===== src/rtl/alu_issue_stage.sv =====
// Operand-issue, execute and writeback stage wrapped around the 12-bit ALU.
// Owns a small register file and forwards the in-flight result so that dependent ops issue back-to-back.
module alu_issue_stage #(
    parameter int DATA_W = 12,
    parameter int NREG   = 4
) (
    input  logic                      clk,
    input  logic                      rst_n,
    // in_valid/in_ready: an op transfers on any cycle where both are high.
    // in_ready depends only on stall, never on in_valid, so there is no combinational loop.
    input  logic                      in_valid,
    output logic                      in_ready,
    input  logic [2:0]                in_op,
    input  logic [$clog2(NREG)-1:0]   in_rd,
    input  logic [$clog2(NREG)-1:0]   in_rs,
    input  logic [$clog2(NREG)-1:0]   in_rt,
    input  logic                      in_use_imm,
    input  logic [DATA_W-1:0]         in_imm,
    input  logic                      stall,
    output logic [DATA_W-1:0]         alu_srca,
    output logic [DATA_W-1:0]         alu_srcb,
    output logic [2:0]                alu_ctrl,
    input  logic [DATA_W-1:0]         alu_result,
    input  logic                      alu_zero,
    output logic                      wb_valid,
    output logic [$clog2(NREG)-1:0]   wb_rd,
    output logic [DATA_W-1:0]         wb_data,
    output logic                      cmp_valid,
    output logic                      cmp_equal
);

    localparam int AW = $clog2(NREG);
    localparam logic [2:0] OP_CMP = 3'b110;

    function automatic logic op_writes(input logic [2:0] op);
        return (op >= 3'b001) && (op <= 3'b101);
    endfunction

    function automatic logic op_is_nop(input logic [2:0] op);
        return (op == 3'b000) || (op == 3'b111);
    endfunction

    logic [DATA_W-1:0] rf_q [NREG];

    logic              e_valid_q;
    logic [2:0]        e_op_q;
    logic [AW-1:0]     e_rd_q;
    logic [DATA_W-1:0] srca_q, srcb_q;

    logic              wb_valid_q;
    logic [AW-1:0]     wb_rd_q;
    logic [DATA_W-1:0] wb_data_q;
    logic              cmp_valid_q;
    logic              cmp_equal_q;

    logic              accept;
    logic              e_fwd;
    logic [DATA_W-1:0] opa_d, opb_d;

    assign in_ready = !stall;
    assign accept   = in_valid && in_ready;
    // r0 is never a forwarding source, so a write to r0 can never leak into a reader.
    assign e_fwd    = e_valid_q && op_writes(e_op_q) && (e_rd_q != '0);

    always_comb begin
        opa_d = (in_rs == '0) ? '0 : rf_q[in_rs];
        opb_d = (in_rt == '0) ? '0 : rf_q[in_rt];
        if (e_fwd && (e_rd_q == in_rs)) opa_d = alu_result;
        if (e_fwd && (e_rd_q == in_rt)) opb_d = alu_result;
        if (in_use_imm)                 opb_d = in_imm;
    end

    // Execute register: reloaded on every non-stall cycle; NOPs travel with ctrl 000.
    always_ff @(posedge clk or negedge rst_n) begin
        if (!rst_n) begin
            e_valid_q <= 1'b0;
            e_op_q    <= 3'b000;
            e_rd_q    <= '0;
            srca_q    <= '0;
            srcb_q    <= '0;
        end else if (!stall) begin
            e_valid_q <= accept;
            e_op_q    <= (accept && !op_is_nop(in_op)) ? in_op : 3'b000;
            e_rd_q    <= accept ? in_rd : '0;
            srca_q    <= accept ? opa_d : '0;
            srcb_q    <= accept ? opb_d : '0;
        end
    end

    // Writeback: pulses are held through a stall and revealed once it drops.
    always_ff @(posedge clk or negedge rst_n) begin
        if (!rst_n) begin
            for (int i = 0; i < NREG; i++) rf_q[i] <= '0;
            wb_valid_q  <= 1'b0;
            wb_rd_q     <= '0;
            wb_data_q   <= '0;
            cmp_valid_q <= 1'b0;
            cmp_equal_q <= 1'b0;
        end else if (!stall) begin
            wb_valid_q  <= e_valid_q && op_writes(e_op_q);
            cmp_valid_q <= e_valid_q && (e_op_q == OP_CMP);
            if (e_valid_q && op_writes(e_op_q)) begin
                wb_rd_q   <= e_rd_q;
                wb_data_q <= alu_result;
                if (e_rd_q != '0) rf_q[e_rd_q] <= alu_result;
            end
            if (e_valid_q && (e_op_q == OP_CMP)) cmp_equal_q <= alu_zero;
        end
    end

    assign alu_srca  = srca_q;
    assign alu_srcb  = srcb_q;
    assign alu_ctrl  = e_op_q;
    assign wb_valid  = wb_valid_q && !stall;
    assign wb_rd     = wb_rd_q;
    assign wb_data   = wb_data_q;
    assign cmp_valid = cmp_valid_q && !stall;
    assign cmp_equal = cmp_equal_q;

endmodule


===== config.mk =====
export PLATFORM = sky130hd
export DESIGN_NAME = alu_issue_stage
export DESIGN_NICKNAME = d
export VERILOG_FILES = /design/src/rtl/alu_issue_stage.sv
export SDC_FILE = /design/constraint.sdc
export NUM_CORES = 1
export LEC_CHECK = 0
export CAP_MARGIN = 20
export CORE_MARGIN = 1
export CORE_UTILIZATION = 51
export DETAILED_ROUTE_END_ITERATION = 10
export PLACE_DENSITY = 0.81
export RECOVER_POWER = 100
export SYNTH_ARGS = -nofsm -noshare
export SYNTH_HDL_FRONTEND = slang
export SYNTH_SLANG_ARGS = --single-unit

===== constraint.sdc =====
create_clock -name clk -period 2.6 [get_ports clk]
set_input_delay 0.52 -clock clk [delete_from_list [all_inputs] [get_ports clk]]
set_output_delay 0.52 -clock clk [all_outputs]
set_load 0.01 [all_outputs]

; Word level (Yosys, flattened, before mapping)
; Cells that the tools add are included.
[word_totals]
out_inout_bits = 45
reg_bits = 95
inputBits = 39
[classes]
reduce_logical = 21
magnitude_cmp = 6
eq_ne = 4
n_mux = 18
n_bitwise = 4
[op_table]
columns = cell, count
row1 = $mux W12, 12
row2 = $bmux W12 S2, 2
row3 = $bwmux W48, 1
row4 = $demux W12 S2, 1
row5 = $logic_and A1 B1 Y1, 11
row6 = $ge A3 B3 Y1 const B, 3
row7 = $not A2 Y3, 3
row8 = $eq A3 B3 Y1 const B, 2
row9 = $eq A2 B2 Y1, 2
row10 = $logic_not A2 Y1, 2
row11 = $reduce_and A2 Y1, 2
row12 = $ge A3 B1 Y1 const B, 1
row13 = $le A3 B3 Y1 const B, 1
row14 = $logic_not A3 Y1, 1
row15 = $lt A3 B1 Y1 const B, 1
row16 = $mux W3, 1
row17 = $reduce_and A3 Y1, 1
row18 = $logic_not A1 Y1, 2
row19 = $mux W2, 1
row20 = $reduce_bool A2 Y1, 1
row21 = $logic_or A1 B1 Y1, 1
row22 = $not A1 Y1, 1

; Logic depth before layout (Yosys ltp)
; Gate-level depths: netlist of run 1.
[depth]
word_depth = 8
mapped_depth = 7
mapped_depth_nobuf = 4

; Worst setup path after synthesis of run 1
; OpenSTA, ideal clock, no wires.
[synth_path]
kind = input -> register
from = in stall
to = reg rf_q[13] (netlist name)
cell_stages = 5
arrival_time_ns = 1.830
required_time_ns = 2.475
path_buffers = 1
path_slack_ns = 0.645
path_cell_list = nand2b_1 > nor3b_4 > and3b_1 > buf_2 > mux2_2
[synth_between]
elab_chain_cells = 2
[synth_rtl]
columns = item, line_no
row1 = start: declaration, 19  ; input logic stall,
row2 = $not A1 Y1 (no source line), --
row3 = $reduce_and A3 Y1 (no source line), --
row4 = end signal: indexed assignment, 105  ; if (e_rd_q != '0) rf_q[e_rd_q] <= alu_result;
row5 = end: declaration, 43  ; logic [DATA_W-1:0] rf_q [NREG];
; Every way passes these cells.
; A chain may end at the register's enable or synchronous reset.

; Final worst setup path of run 1
[layout_path]
from = in stall
to = out wb_valid
[layout_between]
elab_chain_cells = 2
[layout_rtl]
columns = item, line_no
row1 = $logic_not A1 Y1, 114  ; assign wb_valid = wb_valid_q && !stall;
row2 = $logic_and A1 B1 Y1, 114
row3 = end: declaration, 25  ; output logic wb_valid,
; Every way passes these cells.

==> impl_metrics.csv, run 1 <==
group,metric,value,unit
floorplan,floorplan.die.width,92.03,um
placement,dpl.hpwl,7.622,mm
sta,setup_tns,0,ps
min_path,class_of_the_tightest_hold_or_removal_check,"input pin to asynchronous set/reset pin",
drt,detail_route.wirelength,10.99,mm
grt,global_route.overflow_total,0,
clock_tree,insertion_delay_of_the_later_clocked_pin_in_the_worst_skew_pair,350,ps
logic_synthesis,count_of_flip_flops_with_a_built_in_enable_after_synthesis,0,
setup_path,r2r_setup_slack,710,ps
job,max_cap_viol_count,0,
logic_synthesis,synth_cell_types,29,
clock_tree,cts-root-buf,"sky130_fd_sc_hd__clkbuf_8",
clock_tree,total_number_of_h_tree_levels,3,
setup_path,cpMaxStageDelayCell,"sky130_fd_sc_hd__clkdlybuf4s50_1",
setup_path,critPathCapture,"wb_valid",
logic_synthesis,ys_ff_latch,83,
setup_path,path_class,"input pin to primary output",
finish,layout-drive-gt1-share,0.2523,
finish,finalNetCount,473,
sta,max_slew.worst_pin.slew,1264,ps
placement,placement.io_buffers,83,
drt,drc,0,
logic_synthesis,netlist.top_cell.by_area,"sky130_fd_sc_hd__dfrtp_1",
power,pwr_density_cell,669.7,mW/mm^2
setup_path,worst_setup_path_startpoint,"stall",
grt,grt.total_usage,0.2752,
finish,fillerInstances,598,
grt,vias_in_the_first_global_route,3428,
drt,via_count,3393,
clock_tree,cts_hold_repair.buffers,0,
setup_path,cpPeakStageDelay,600,ps
sta,fmaxAchievable,403.5,MHz
setup_path,critPathBufInv,2,
setup_path,cp_data_arrival_time,1960,ps
setup_path,crit_path_cell_trace,"clkdlybuf4s50_1 > nor2b_1 > clkdlybuf4s50_1",
drt,initialDrtViolationCount,225,
clock_tree,postCtsSetupRepairBufs,0,
logic_synthesis,syn_nets,385,
floorplan,starting_density,0.5322,
setup_path,start_kind,"input pin",
setup_path,critical_path_cell_count,3,
power,leakage,2.350,nW
setup_path,rr_startpoint,"alu_ctrl[2]$_DFFE_PN0N_",
logic_synthesis,synth_cells,346,
setup_path,rr_endpoint,"alu_srcb[8]$_DFFE_PN0N_",
logic_synthesis,synth_area_per_cell,11.95,um^2
clock_tree,clk_transition_reported_paths,80,ps
clock_tree,cts_made_buffers,9,
outcome,status,"finished, final reports clean",
setup_path,cp_common_cell,"sky130_fd_sc_hd__clkdlybuf4s50_1",
logic_synthesis,synth.yosys.seq_area_share,0.5024,
floorplan,die-area,0.008470,mm^2
drt,wl_per_cell,20.43,um
clock_tree,cts_tree,"done",
sta,slew_headroom,0.1572,
sta,finalCritPeriodShare,0.9532,
finish,most-common-layout-cells,"sky130_fd_sc_hd__dfrtp_1 (83), sky130_fd_sc_hd__mux2_2 (69), sky130_fd_sc_hd__o21ai_0 (48)",
setup_path,critical_path.max_fanout,8,
floorplan,placementRows,32,
drt,drtAntennaViolNets,0,
sta,drv_slew,0,
setup_path,worst_r2r_path_depth,5,
finish,mostFrequentLayoutCell,"sky130_fd_sc_hd__dfrtp_1",
sta,grt_setup_unrepaired,"no",
logic_synthesis,area_fraction_of_the_dominant_cell_type_after_synthesis,0.5024,
floorplan,fp.coreArea,0.007767,mm^2
clock_tree,cts.sinks,83,
logic_synthesis,yosys_most_used_dff,"sky130_fd_sc_hd__dfrtp_1",
power,vdd_drop_max,0.0003960,V
finish,final_cell_area,0.005275,mm^2
sta,min_period,2478,ps
drt,via_per_inst,6.307,
finish,layout-area-overhead-vs-synth,27.60,%
grt,grt_max_degree,51,
drt,drt-pass1-iter-count,5,
floorplan,io_pins,84,
setup_path,worst_ep_required_time,2080,ps
clock_tree,cts_repair_resizes,0,
logic_synthesis,synth-warning-count,0,
grt,grt_first_pass_wirelength,17.84,mm
grt,grt_antenna_before_repair,0,
logic_synthesis,mappedNetlistArea,0.004134,mm^2
finish,diodes_inserted,0,
setup_path,critical_path.top_delay_family,"buffers and inverters",
placement,post_dp_cell_area,0.005139,mm^2
floorplan,die_height,92.03,um
sta,clock-skew-final,8.783,ps
placement,place_congestion,0.8838,
setup_path,endpoint_kind,"primary output",
sta,hold_viol_final,0,
clock_tree,clock_path_buffers,2,
logic_synthesis,synth.top_cells.by_area,"sky130_fd_sc_hd__dfrtp_1 (50%), sky130_fd_sc_hd__mux2_2 (19%), sky130_fd_sc_hd__o21ai_0 (5.8%)",
sta,setup_viol,0,
logic_synthesis,ys_async_sr_fraction,1.000,
power by group:
group	leakage [nW]	internal, mW	switching, mW
logic	1.18	0.545	0.399
clock network	0.0906	0.423	0.434
registers	1.08	1.55	0.178
total	2.35	2.52	1.01
state kept, by name, indices dropped and copies added (netlist names):
signal	flops
wb_valid_q	1
e_valid_q	1
alu_srcb	12
alu_ctrl	3
rf_q	36
wb_data	12
cmp_equal	1
alu_srca	12
e_rd_q	2
cmp_valid_q	1
wb_rd	2
logic make-up after synthesis:
kind of cell / synth area share
AO/OA/AOI/OAI: 0.1825
flip-flops: 0.5024
multiplexers: 0.2043
AND/OR/NAND/NOR: 0.06205
buffers and inverters: 0.04026
XOR/XNOR: 0.008474
routing by layer:
layer  GRT usage  vias to the layer above  part of all wire
li1            -                     1485                 -
met1      0.3616                     1727              0.42
met2      0.4459                      147              0.49
met3     0.04892                       34             0.066
met4      0.1237                        0             0.027
met5           0                        -                 0
final cells by class:
cell class	instances	area, um^2	share of cell area
clock buffer	9	123.9	0.02348
clock inverter	4	45.04	0.008539
inverter	2	7.507	0.001423
multi-input combinational	229	1879	0.3563
sequential	83	2077	0.3937
tap	102	127.6	0.02419
timing repair buffer	109	1015	0.1924
cells in the mapped netlist (2+ instances only):
| library cell | number |
|---|---|
| sky130_fd_sc_hd__a22o_1 | 2 |
| sky130_fd_sc_hd__o311a_1 | 12 |
| sky130_fd_sc_hd__buf_6 | 4 |
| sky130_fd_sc_hd__or3_1 | 12 |
| sky130_fd_sc_hd__a32o_1 | 15 |
| sky130_fd_sc_hd__mux2_2 | 69 |
| sky130_fd_sc_hd__xnor2_1 | 4 |
| sky130_fd_sc_hd__a22oi_1 | 12 |
| sky130_fd_sc_hd__a21o_1 | 3 |
| sky130_fd_sc_hd__buf_2 | 4 |
| sky130_fd_sc_hd__mux2_1 | 6 |
| sky130_fd_sc_hd__clkbuf_1 | 21 |
| sky130_fd_sc_hd__a221oi_1 | 12 |
| sky130_fd_sc_hd__buf_1 | 2 |
| sky130_fd_sc_hd__nor2b_1 | 5 |
| sky130_fd_sc_hd__nor3_1 | 2 |
| sky130_fd_sc_hd__nand2_1 | 18 |
| sky130_fd_sc_hd__inv_1 | 2 |
| sky130_fd_sc_hd__and3b_1 | 2 |
| sky130_fd_sc_hd__dfrtp_1 | 83 |
| sky130_fd_sc_hd__o21ai_0 | 48 |
worst min-delay path by stage:
stage | endpoint | slack (ps)
CTS | wb_data[1]$_DFFE_PN0P_ | 220
finish | wb_data[1]$_DFFE_PN0P_ | 430
floorplan | alu_ctrl[0]$_DFFE_PN0N_ | 220
detailed placement | wb_valid_q$_DFFE_PN0N_ | 460
global placement | cmp_valid_q$_DFFE_PN0N_ | 460
global route | wb_valid_q$_DFFE_PN0N_ | 510
metrics by stage:
stage / utilization / setup WS (ps) / std cells / hold slack (ps) / power [mW]
finish: 0.6791 / 121.7 / 538 / 430.0 / 3.533
global route: 0.6791 / 81.34 / 538 / 505.7 / 3.695
CTS: 0.6833 / 123.7 / 538 / 221.0 / 3.608
detailed placement: 0.6616 / 15.27 / 525 / 461.0 / 2.755
global placement: 0.6616 / 94.43 / 525 / 456.6 / 2.706
floorplan: - / 645.2 / 346 / 224.4 / 2.244
Power figures use the tool's default switching activity.
==> run 2: changes to the inputs <==
- CORE_UTILIZATION: 51 -> 52
- CTS_BUF_LIST: unset -> sky130_fd_sc_hd__clkbuf_8
- PLACE_DENSITY: 0.81 -> 0.83
- SKIP_CTS_REPAIR_TIMING: unset -> 1
==> impl_metrics.csv, run 2 (synthesis results as in run 1) <==
group,metric,value,unit
clock_tree,cts-root-buf,"sky130_fd_sc_hd__clkbuf_8",
drt,drc,0,
setup_path,critical_path.max_fanout,8,
floorplan,io_pins,84,
placement,dpl.hpwl,7.443,mm
job,max_cap_viol_count,1,
sta,finalCritPeriodShare,0.9328,
grt,global_route.overflow_total,0,
power,pwr_density_cell,699.4,mW/mm^2
drt,via_per_inst,6.249,
power,sequentialPowerShare,0.465,
finish,most-common-layout-cells,"sky130_fd_sc_hd__dfrtp_1 (83), sky130_fd_sc_hd__mux2_2 (69), sky130_fd_sc_hd__o21ai_0 (48)",
clock_tree,total_number_of_h_tree_levels,3,
sta,setup_tns,0,ps
power,p_int,2.644,mW
power,power_switching_share,0.2896,
setup_path,start_kind,"input pin",
grt,grt_antenna_before_repair,0,
clock_tree,cts_tree,"done",
power,power_switching,1.078,mW
sta,fmaxAchievable,412.3,MHz
placement,place_congestion,0.8225,
sta,clock-skew-final,9.546,ps
clock_tree,clk_transition_reported_paths,90,ps
floorplan,die_height,91.16,um
finish,mostFrequentLayoutCell,"sky130_fd_sc_hd__dfrtp_1",
grt,vias_in_the_first_global_route,3463,
setup_path,cp_data_arrival_time,1910,ps
setup_path,cpPeakStageDelay,670,ps
sta,hold_viol_final,0,
finish,diodes_inserted,0,
power,power_share_of_the_clock_group,0.279,
floorplan,placementRows,32,
setup_path,worst_ep_required_time,2080,ps
power,leakage,2.335,nW
sta,max_slew.worst_pin.slew,2149,ps
clock_tree,cts.sinks,83,
placement,post_dp_cell_area,0.005106,mm^2
clock_tree,cts_made_buffers,9,
sta,grt_setup_unrepaired,"no",
drt,initialDrtViolationCount,256,
grt,gr-usage-met2,0.4577,
drt,via_count,3343,
sta,slew_headroom,-0.4326,
drt,drt-pass1-iter-count,4,
drt,wl_per_cell,20.75,um
min_path,hold_path_startpoint,"wb_valid_q$_DFFE_PN0N_",
floorplan,die-area,0.008310,mm^2
min_path,class_of_the_tightest_hold_or_removal_check,"flop to flop",
clock_tree,clock_path_buffers,2,
setup_path,cpMaxStageDelayCell,"sky130_fd_sc_hd__dlygate4sd3_1",
sta,min_period,2425,ps
setup_path,rr_startpoint,"alu_ctrl[2]$_DFFE_PN0N_",
floorplan,fp.coreArea,0.007727,mm^2
grt,globalRoute.busiestLayer,"met2",
setup_path,path_class,"input pin to primary output",
power,power.combinational.fraction,0.255,
sta,setup_viol,0,
finish,layout-drive-gt1-share,0.2494,
setup_path,crit_path_cell_trace,"dlygate4sd3_1 > nor2b_1 > clkdlybuf4s50_1",
finish,largest_register_ffs,36,
sta,fin_worst_hold_slack,479.6,ps
grt,use_met1,0.3665,
grt,grt_first_pass_wirelength,17.96,mm
grt,use_met3,0.04606,
sta,drv_slew,38,
setup_path,worst_setup_path_startpoint,"stall",
grt,grt.total_usage,0.2848,
drt,detail_route.wirelength,11.10,mm
finish,max_flop_register,"rf_q",
finish,layout-area-overhead-vs-synth,28.72,%
floorplan,floorplan.die.width,91.16,um
clock_tree,insertion_delay_of_the_later_clocked_pin_in_the_worst_skew_pair,350,ps
outcome,status,"complete, but fails checks",
finish,finalNetCount,467,
floorplan,starting_density,0.5350,
drt,drtAntennaViolNets,0,
power,vdd_drop_max,0.0005086,V
power,report.power.total,3.722,mW
outcome,violations,"capacitance limit, slew limit",
placement,placement.io_buffers,83,
finish,final_cell_area,0.005321,mm^2
grt,grt_max_degree,47,
setup_path,endpoint_kind,"primary output",
finish,fillerInstances,567,
-- run 2: per-stage QoR --
step                  util  worst slack (ps)  std cells
floorplan                -             645.2        346
global placement    0.6608             81.74        519
detailed placement  0.6608             37.73        519
CTS                 0.6899             227.9        535
global route        0.6886             125.0        535
finish              0.6886             174.8        535
-- run 2: worst max-delay path: cells and delay by family --
kind          cells  cell delay (ps)
simple gates      1              160
buf+inv           2             1220
-- run 2: layer usage --
layer / share of wire / vias up
met4: 0.035 / 0
met1: 0.41 / 1668
met2: 0.49 / 157
li1: - / 1490
met5: 0 / -
met3: 0.067 / 28
-- run 2: final timing paths --
kind,depth (start not counted),slack (ps),endpoint
max,3,170,cmp_valid
min,1,480,wb_valid_q$_DFFE_PN0N_
max reg2reg,5,410,alu_srca[3]$_DFFE_PN0N_
min reg2reg,1,480,wb_valid_q$_DFFE_PN0N_
max in group asynchronous,1,590,alu_ctrl[2]$_DFFE_PN0N_
min in group asynchronous,1,780,wb_data[1]$_DFFE_PN0P_
-- run 2: final cells by class --
type                    count  area, um^2  area share
clock buffers               9       123.9     0.02328
clock inverters             7       101.3     0.01905
inverters                   2       7.507    0.001411
multi-input cells         229        1891      0.3553
flip-flops and latches     83        2077      0.3903
well taps                 102       127.6     0.02398
repair buffers            103       993.5      0.1867
-- run 2: power groups by stage --
stage / logic, mW / clock network [mW] / registers (mW)
floorplan: 0.479 / 0 / 1.76
global placement: 0.964 / 0 / 1.74
detailed placement: 0.997 / 0 / 1.76
CTS: 1.00 / 1.05 / 1.73
global route: 1.03 / 1.10 / 1.76
finish: 0.951 / 1.04 / 1.73
